[src/rtl/outport_alloc_if.sv]
// Handshake bundle between the five input channels / downstream VCs and one
// output-port allocator. The slave side is the allocator.
interface outport_alloc_if #(
   parameter int NREQ = 5,
   parameter int NVC  = 2,
   parameter int VCHW = 1,
   parameter int IDW  = 3
);
   logic [NREQ-1:0]      req;
   logic [NREQ*VCHW-1:0] vch;
   logic [NREQ-1:0]      fvalid;
   logic [NREQ-1:0]      ftail;
   logic [NVC-1:0]       irdy;
   logic [NREQ-1:0]      grt;
   logic                 busy;
   logic [IDW-1:0]       owner;
   logic [VCHW-1:0]      ovch;

   modport master (
      output req, vch, fvalid, ftail, irdy,
      input  grt, busy, owner, ovch
   );

   modport slave (
      input  req, vch, fvalid, ftail, irdy,
      output grt, busy, owner, ovch
   );
endinterface

[src/rtl/outport_alloc.sv]
// Round-robin switch allocator for one crossbar output port. A grant is held
// from head to tail and gated by the ready of the VC the packet is locked to.
module outport_alloc #(
   parameter int NREQ = 5,
   parameter int NVC  = 2,
   parameter int VCHW = 1,
   parameter int IDW  = 3
) (
   input  logic           clk,
   input  logic           rst_,
   outport_alloc_if.slave bus
);
   typedef enum logic {IDLE, BUSY} state_t;

   state_t          state_reg, state_next;
   logic [IDW-1:0]  owner_reg, owner_next;
   logic [VCHW-1:0] ovch_reg, ovch_next;
   logic [IDW-1:0]  ptr_reg, ptr_next;

   logic [NVC-1:0]  irdy;
   logic [VCHW-1:0] vch_arr [NREQ];
   logic [NREQ-1:0] elig;
   logic [NREQ-1:0] grt_vec;

   logic            found;
   logic [IDW-1:0]  pick;
   logic [IDW:0]    cand;

   logic            busy;
   logic            own_grt;
   logic            own_req;
   logic            own_fv;
   logic            own_ft;
   logic            accept;
   logic            rel;

   assign irdy = bus.irdy;
   assign busy = (state_reg == BUSY);

   for (genvar gi = 0; gi < NREQ; gi++) begin : g_req
      assign vch_arr[gi] = bus.vch[gi*VCHW +: VCHW];
      assign elig[gi]    = bus.req[gi] & irdy[vch_arr[gi]];
      assign grt_vec[gi] = busy && (owner_reg == IDW'(gi)) && irdy[ovch_reg];
   end

   // First eligible requester after the pointer; candidates fold back past NREQ-1.
   always_comb begin
      found = 1'b0;
      pick  = '0;
      cand  = '0;
      for (int k = 1; k <= NREQ; k++) begin
         cand = {1'b0, ptr_reg} + (IDW+1)'(k);
         if (cand >= (IDW+1)'(NREQ)) begin
            cand = cand - (IDW+1)'(NREQ);
         end
         if (!found && elig[cand[IDW-1:0]]) begin
            found = 1'b1;
            pick  = cand[IDW-1:0];
         end
      end
   end

   assign own_grt = busy & irdy[ovch_reg];
   assign own_req = bus.req[owner_reg];
   assign own_fv  = bus.fvalid[owner_reg];
   assign own_ft  = bus.ftail[owner_reg];
   assign accept  = own_grt & own_fv;
   assign rel     = busy & ((accept & own_ft) | ~own_req);

   always_comb begin
      state_next = state_reg;
      owner_next = owner_reg;
      ovch_next  = ovch_reg;
      ptr_next   = ptr_reg;
      case (state_reg)
         IDLE: begin
            if (found) begin
               state_next = BUSY;
               owner_next = pick;
               ovch_next  = vch_arr[pick];
            end
         end
         BUSY: begin
            // Last owner becomes lowest priority for the next round.
            if (rel) begin
               state_next = IDLE;
               ptr_next   = owner_reg;
            end
         end
         default: state_next = IDLE;
      endcase
   end

   always_ff @(posedge clk) begin
      if (rst_) begin
         state_reg <= IDLE;
         owner_reg <= '0;
         ovch_reg  <= '0;
         ptr_reg   <= IDW'(NREQ-1);
      end else begin
         state_reg <= state_next;
         owner_reg <= owner_next;
         ovch_reg  <= ovch_next;
         ptr_reg   <= ptr_next;
      end
   end

   assign bus.grt   = grt_vec;
   assign bus.busy  = busy;
   assign bus.owner = owner_reg;
   assign bus.ovch  = ovch_reg;
endmodule
[src/flat_wrapper.sv]
// flat-port wrapper written by rule: the top's interface ports become plain ports
module outport_alloc_flat 
#(
   parameter int NREQ = 5,
   parameter int NVC  = 2,
   parameter int VCHW = 1,
   parameter int IDW  = 3
)
  (clk, rst_, bus_req, bus_vch, bus_fvalid, bus_ftail, bus_irdy, bus_grt, bus_busy, bus_owner, bus_ovch);
  outport_alloc_if #(.NREQ(NREQ), .NVC(NVC), .VCHW(VCHW), .IDW(IDW)) bus_i ();
  input  logic clk;
  input  logic rst_;
  input wire logic [$bits(bus_i.req)-1:0] bus_req;
  input wire logic [$bits(bus_i.vch)-1:0] bus_vch;
  input wire logic [$bits(bus_i.fvalid)-1:0] bus_fvalid;
  input wire logic [$bits(bus_i.ftail)-1:0] bus_ftail;
  input wire logic [$bits(bus_i.irdy)-1:0] bus_irdy;
  output wire logic [$bits(bus_i.grt)-1:0] bus_grt;
  output wire logic [$bits(bus_i.busy)-1:0] bus_busy;
  output wire logic [$bits(bus_i.owner)-1:0] bus_owner;
  output wire logic [$bits(bus_i.ovch)-1:0] bus_ovch;
  assign bus_i.req = bus_req;
  assign bus_i.vch = bus_vch;
  assign bus_i.fvalid = bus_fvalid;
  assign bus_i.ftail = bus_ftail;
  assign bus_i.irdy = bus_irdy;
  assign bus_grt = bus_i.grt;
  assign bus_busy = bus_i.busy;
  assign bus_owner = bus_i.owner;
  assign bus_ovch = bus_i.ovch;
  outport_alloc #(.NREQ(NREQ), .NVC(NVC), .VCHW(VCHW), .IDW(IDW)) u_core (.clk(clk), .rst_(rst_), .bus(bus_i));
endmodule
[config.mk]
export PLATFORM = sky130hd
export DESIGN_NAME = outport_alloc_flat
export DESIGN_NICKNAME = d
export VERILOG_FILES = /design/src/rtl/outport_alloc_if.sv /design/src/rtl/outport_alloc.sv /design/src/flat_wrapper.sv
export SDC_FILE = /design/constraint.sdc
export NUM_CORES = 1
export LEC_CHECK = 0
export CORE_UTILIZATION = 34
export CTS_CLUSTER_SIZE = 16
export DETAILED_ROUTE_END_ITERATION = 8
export DONT_BUFFER_PORTS = 1
export SKIP_LAST_GASP = 1
export SYNTH_ARGS = -nofsm -noshare
export SYNTH_HDL_FRONTEND = slang
export SYNTH_SLANG_ARGS = --single-unit
export TNS_END_PERCENT = 20
[constraint.sdc]
create_clock -name clk -period 5.7 [get_ports clk]
set_clock_uncertainty 0.2 [all_clocks]
set_input_delay 1.14 -clock clk [delete_from_list [all_inputs] [get_ports clk]]
set_output_delay 1.14 -clock clk [all_outputs]
set_load 0.1 [all_outputs]
==> out/qor.log <==
qor: synthesis.synth.area.mux_share 0.1013
qor: synthesis.synth.cell_area 1902 um^2
qor: synthesis.synth-async-reset-ratio 0
qor: pwr.cellPowerDensity 482.3 nW/um^2
qor: global_route.global_route.usage.total 0.1908
qor: cts.cts-buffers-inserted 3
qor: synthesis.synth.cells.most_frequent 22 x sky130_fd_sc_hd__nor2_1, 19 x sky130_fd_sc_hd__nand2_1, 12 x sky130_fd_sc_hd__o21ai_0, 11 x sky130_fd_sc_hd__nor2b_1
qor: synthesis.number_of_warnings_reported_in_the_yosys_synthesis_log 0
qor: timing.final_critical_path_setup_slack 1138 ps
qor: cts.cts_buffer_depth 2
qor: cts.h-tree-depth 1
qor: detailed_routing.drt_iter0_drc 131
qor: setup_path.timing.critical_path.fanout_max 14
qor: placement.dp_hpwl 4268 um
qor: setup_path.worstPathArrival 4460 ps
qor: detailed_routing.vias_after_detailed_routing 2024
qor: cts.cts_hold_buf 0
qor: timing.clock.fmax 219.2 MHz
qor: global_route.antenna_found_initial 0
qor: cts.clk_pin_slew 40 ps
qor: synthesis.synthAdderAreaFrac 0.07632
qor: cts.cts.repair.resized 0
qor: global_route.grt_start_max_net_pins 23
qor: timing.period_needed 4562 ps
qor: final_layout.drive_gt1_frac 0.1532
qor: final_layout.nNetsFinal 285
qor: timing.worst_slew_pin_slew 1060 ps
qor: floorplan.fp.dieH 76.79 um
qor: pwr.share_comb_of_total_power 0.807
qor: synthesis.synth_compound_area_frac 0.3546
qor: pwr.p_int 419.6 uW
qor: cts.insertion_delay 230 ps
qor: floorplan.die_width 76.79 um
qor: synthesis.yosys_most_used_dff sky130_fd_sc_hd__dfxtp_1
qor: synthesis.syn_avg_cell_area 7.577 um^2
qor: cts.cts_setup_buffers 0
qor: floorplan.core_box_area 5238 um^2
qor: pwr.seq_power_share 0.123
qor: detailed_routing.postRouteAntennaNets 0
qor: synthesis.post-synth-top-area-fraction 0.08421
qor: setup_path.kind_of_end_point_of_the_critical_path flip-flop
qor: placement.port_buffers 0
qor: cts.clock_root_buffer sky130_fd_sc_hd__clkbuf_8
qor: synthesis.synth-xor-area-share 0.004605
qor: detailed_routing.dr.pass1.iters 4
qor: floorplan.pin_count 34
qor: placement.place.detailed.instances 315
qor: final_layout.antennaDiodeCount 0
qor: synthesis.synth_cell_types 72
qor: min_path.hold_path.class flip-flop to flip-flop
qor: global_route.overflow 0
qor: pwr.leakage 0.7257 nW
qor: synthesis.synth_edf_count 0
qor: final_layout.final-instance-count-excl-fill 318
qor: detailed_routing.detail_route.vias_per_cell 6.365
qor: job.cap_viol_max_count 0
qor: cts.cts_sinks 8
qor: synthesis.post-synth-top-count-cell sky130_fd_sc_hd__nor2_1
qor: pwr.sw_frac_of_total 0.5749
qor: synthesis.synth_top_cells_by_area sky130_fd_sc_hd__dfxtp_1 8.4%, sky130_fd_sc_hd__ha_1 6.6%, sky130_fd_sc_hd__nor2_1 4.3%, sky130_fd_sc_hd__mux2i_1 4.2%, sky130_fd_sc_hd__nand2_1 3.8%
qor: synthesis.yosys_register_bits 8
qor: timing.finalCritPeriodShare 0.8004
qor: cts.tritoncts built
qor: global_route.grt_pass1_wl 9170 um
qor: synthesis.synthesis.nets 286
qor: synthesis.post-synth-top-area-cell sky130_fd_sc_hd__dfxtp_1
qor: synthesis.largest_family_of_logic_cells_by_synthesized_area compound AO/OA/AOI/OAI gates
qor: setup_path.required_time_of_the_critical_path 5600 ps
qor: timing.timing.max_slew.rel_slack 0.2925
qor: pwr.power.net_switching 567.5 uW
qor: placement.place.gp.congestion 0.8772
qor: timing.final.hold.worst_slack 502.9 ps
qor: final_layout.area_growth 7.631%
qor: floorplan.die_area 5897 um^2
qor: timing.hold_viol 0
qor: floorplan.initial_utilization 0.3631
qor: setup_path.critical_path.startpoint_type flip-flop
qor: synthesis.simple_gate_share_of_the_synthesized_area 0.3276
qor: synthesis.yosysSeqAreaShare 0.08421
qor: timing.timing_max_transition_violations_final 0
qor: detailed_routing.remaining_drc_errors 0
qor: outcome.run_status finished, final reports clean
qor: pwr.power.clock.fraction 0.071
qor: floorplan.rows 26
qor: final_layout.number_of_filler_cells_placed_in_the_layout 552
qor: global_route.first_global_vias 1947
qor: timing.fin_tns_setup 0 ps
qor: detailed_routing.wire_length_reported_by_the_detailed_router 5408 um
qor: timing.rsz_0062_raised_after_global_routing no
qor: detailed_routing.routed_wire_length_per_instance 17.01 um
qor: placement.dpl_worst_slack 1174 ps
qor: synthesis.postSynthCellCount 251
qor: timing.timing.final.setup_violations 0
qor: setup_path.worst-setup-path-type flip-flop to flip-flop
qor: pwr.ir_drop 286.2 uV
cells in the final DEF (no fill, tap or decap), drive strengths merged, types with 3 or more instances in the layout:
cell	n
a2111oi	4
a211o	3
a211oi	6
a21oi	9
a221o	3
a221oi	3
a31oi	6
buf	5
clkbuf	4
dfxtp	8
ha	10
inv	10
mux2	6
mux2i	8
nand2	19
nand2b	9
nand3	7
nand4	4
nor2	22
nor2b	12
nor3	9
o211ai	8
o21a	3
o21ai	14
or2	6
or3	4
worst paths after layout:
path / startpoint / to / slack (ps) / depth (start not counted)
min: u_core.ptr_reg[1]$_SDFFE_PP0P_ / u_core.ptr_reg[1]$_SDFFE_PP0P_ / 500 / 2
min reg2reg: u_core.ptr_reg[1]$_SDFFE_PP0P_ / u_core.ptr_reg[1]$_SDFFE_PP0P_ / 500 / 2
max reg2reg: u_core.ptr_reg[1]$_SDFFE_PP0P_ / u_core.bus.ovch$_SDFFE_PP0P_ / 1140 / 11
max: u_core.ptr_reg[1]$_SDFFE_PP0P_ / u_core.bus.ovch$_SDFFE_PP0P_ / 1140 / 11
worst max-delay path, stage by stage (launching register included):
cell and delay [ps]:
sky130_fd_sc_hd__dfxtp_1 560, sky130_fd_sc_hd__inv_1 190, sky130_fd_sc_hd__ha_1 660, sky130_fd_sc_hd__nor2b_1 450, sky130_fd_sc_hd__a41oi_4 110, sky130_fd_sc_hd__nand4bb_1 220, sky130_fd_sc_hd__or4b_1 600, sky130_fd_sc_hd__or3_4 440
sky130_fd_sc_hd__or4_1 540, sky130_fd_sc_hd__o211a_2 180, sky130_fd_sc_hd__a2111oi_4 210, sky130_fd_sc_hd__a211oi_2 70
power groups by stage:
stage	Sequential [mW]	Clock (mW)	Combinational (mW)
after floorplan	0.164	0	0.593
after global placement	0.121	0	0.777
after detailed placement	0.122	0	0.780
after CTS	0.121	0.0717	0.787
after global routing	0.125	0.0731	0.876
final	0.121	0.0700	0.796
final cells by class:
| cell class | instances | area (um^2) | share of cell area |
|---|---|---|---|
| Tap cell | 70 | 87.58 | 0.04279 |
| Inverter | 10 | 37.54 | 0.01834 |
| Clock buffer | 3 | 41.29 | 0.02017 |
| Sequential cell | 8 | 160.2 | 0.07824 |
| Multi-Input combinational cell | 221 | 1658 | 0.8099 |
| Timing Repair Buffer | 6 | 62.56 | 0.03056 |
cells by family after synthesis:
kind of cell               after synthesis
buffers and inverters                   22
and+or+nand+nor                        111
AOI/OAI and AO/OA                       82
adders and majority gates               11
muxes                                   16
DFF                                      8
xor gates and xnor gates                 1
per-layer routing:
metal | track usage | vias to the layer above | share of wire
li1 | - | 974 | -
met5 | 0 | - | 0
met1 | 0.2488 | 948 | 0.46
met4 | 0.06923 | 0 | 0.023
met2 | 0.3170 | 89 | 0.46
met3 | 0.02619 | 13 | 0.063
through the flow:
| step | total power [mW] | utilization | instance area (um^2) |
|---|---|---|---|
| 5_1_grt | 1.074 | 0.3908 | 2047 |
| 3_3_place_gp | 0.8986 | 0.3829 | 2006 |
| 2_1_floorplan | 0.7568 | - | 1902 |
| 4_1_cts | 0.9798 | 0.3908 | 2047 |
| 3_5_place_dp | 0.9016 | 0.3829 | 2006 |
| 6_report | 0.9872 | 0.3908 | 2047 |
Note: power is estimated with default switching activity, not from simulation.
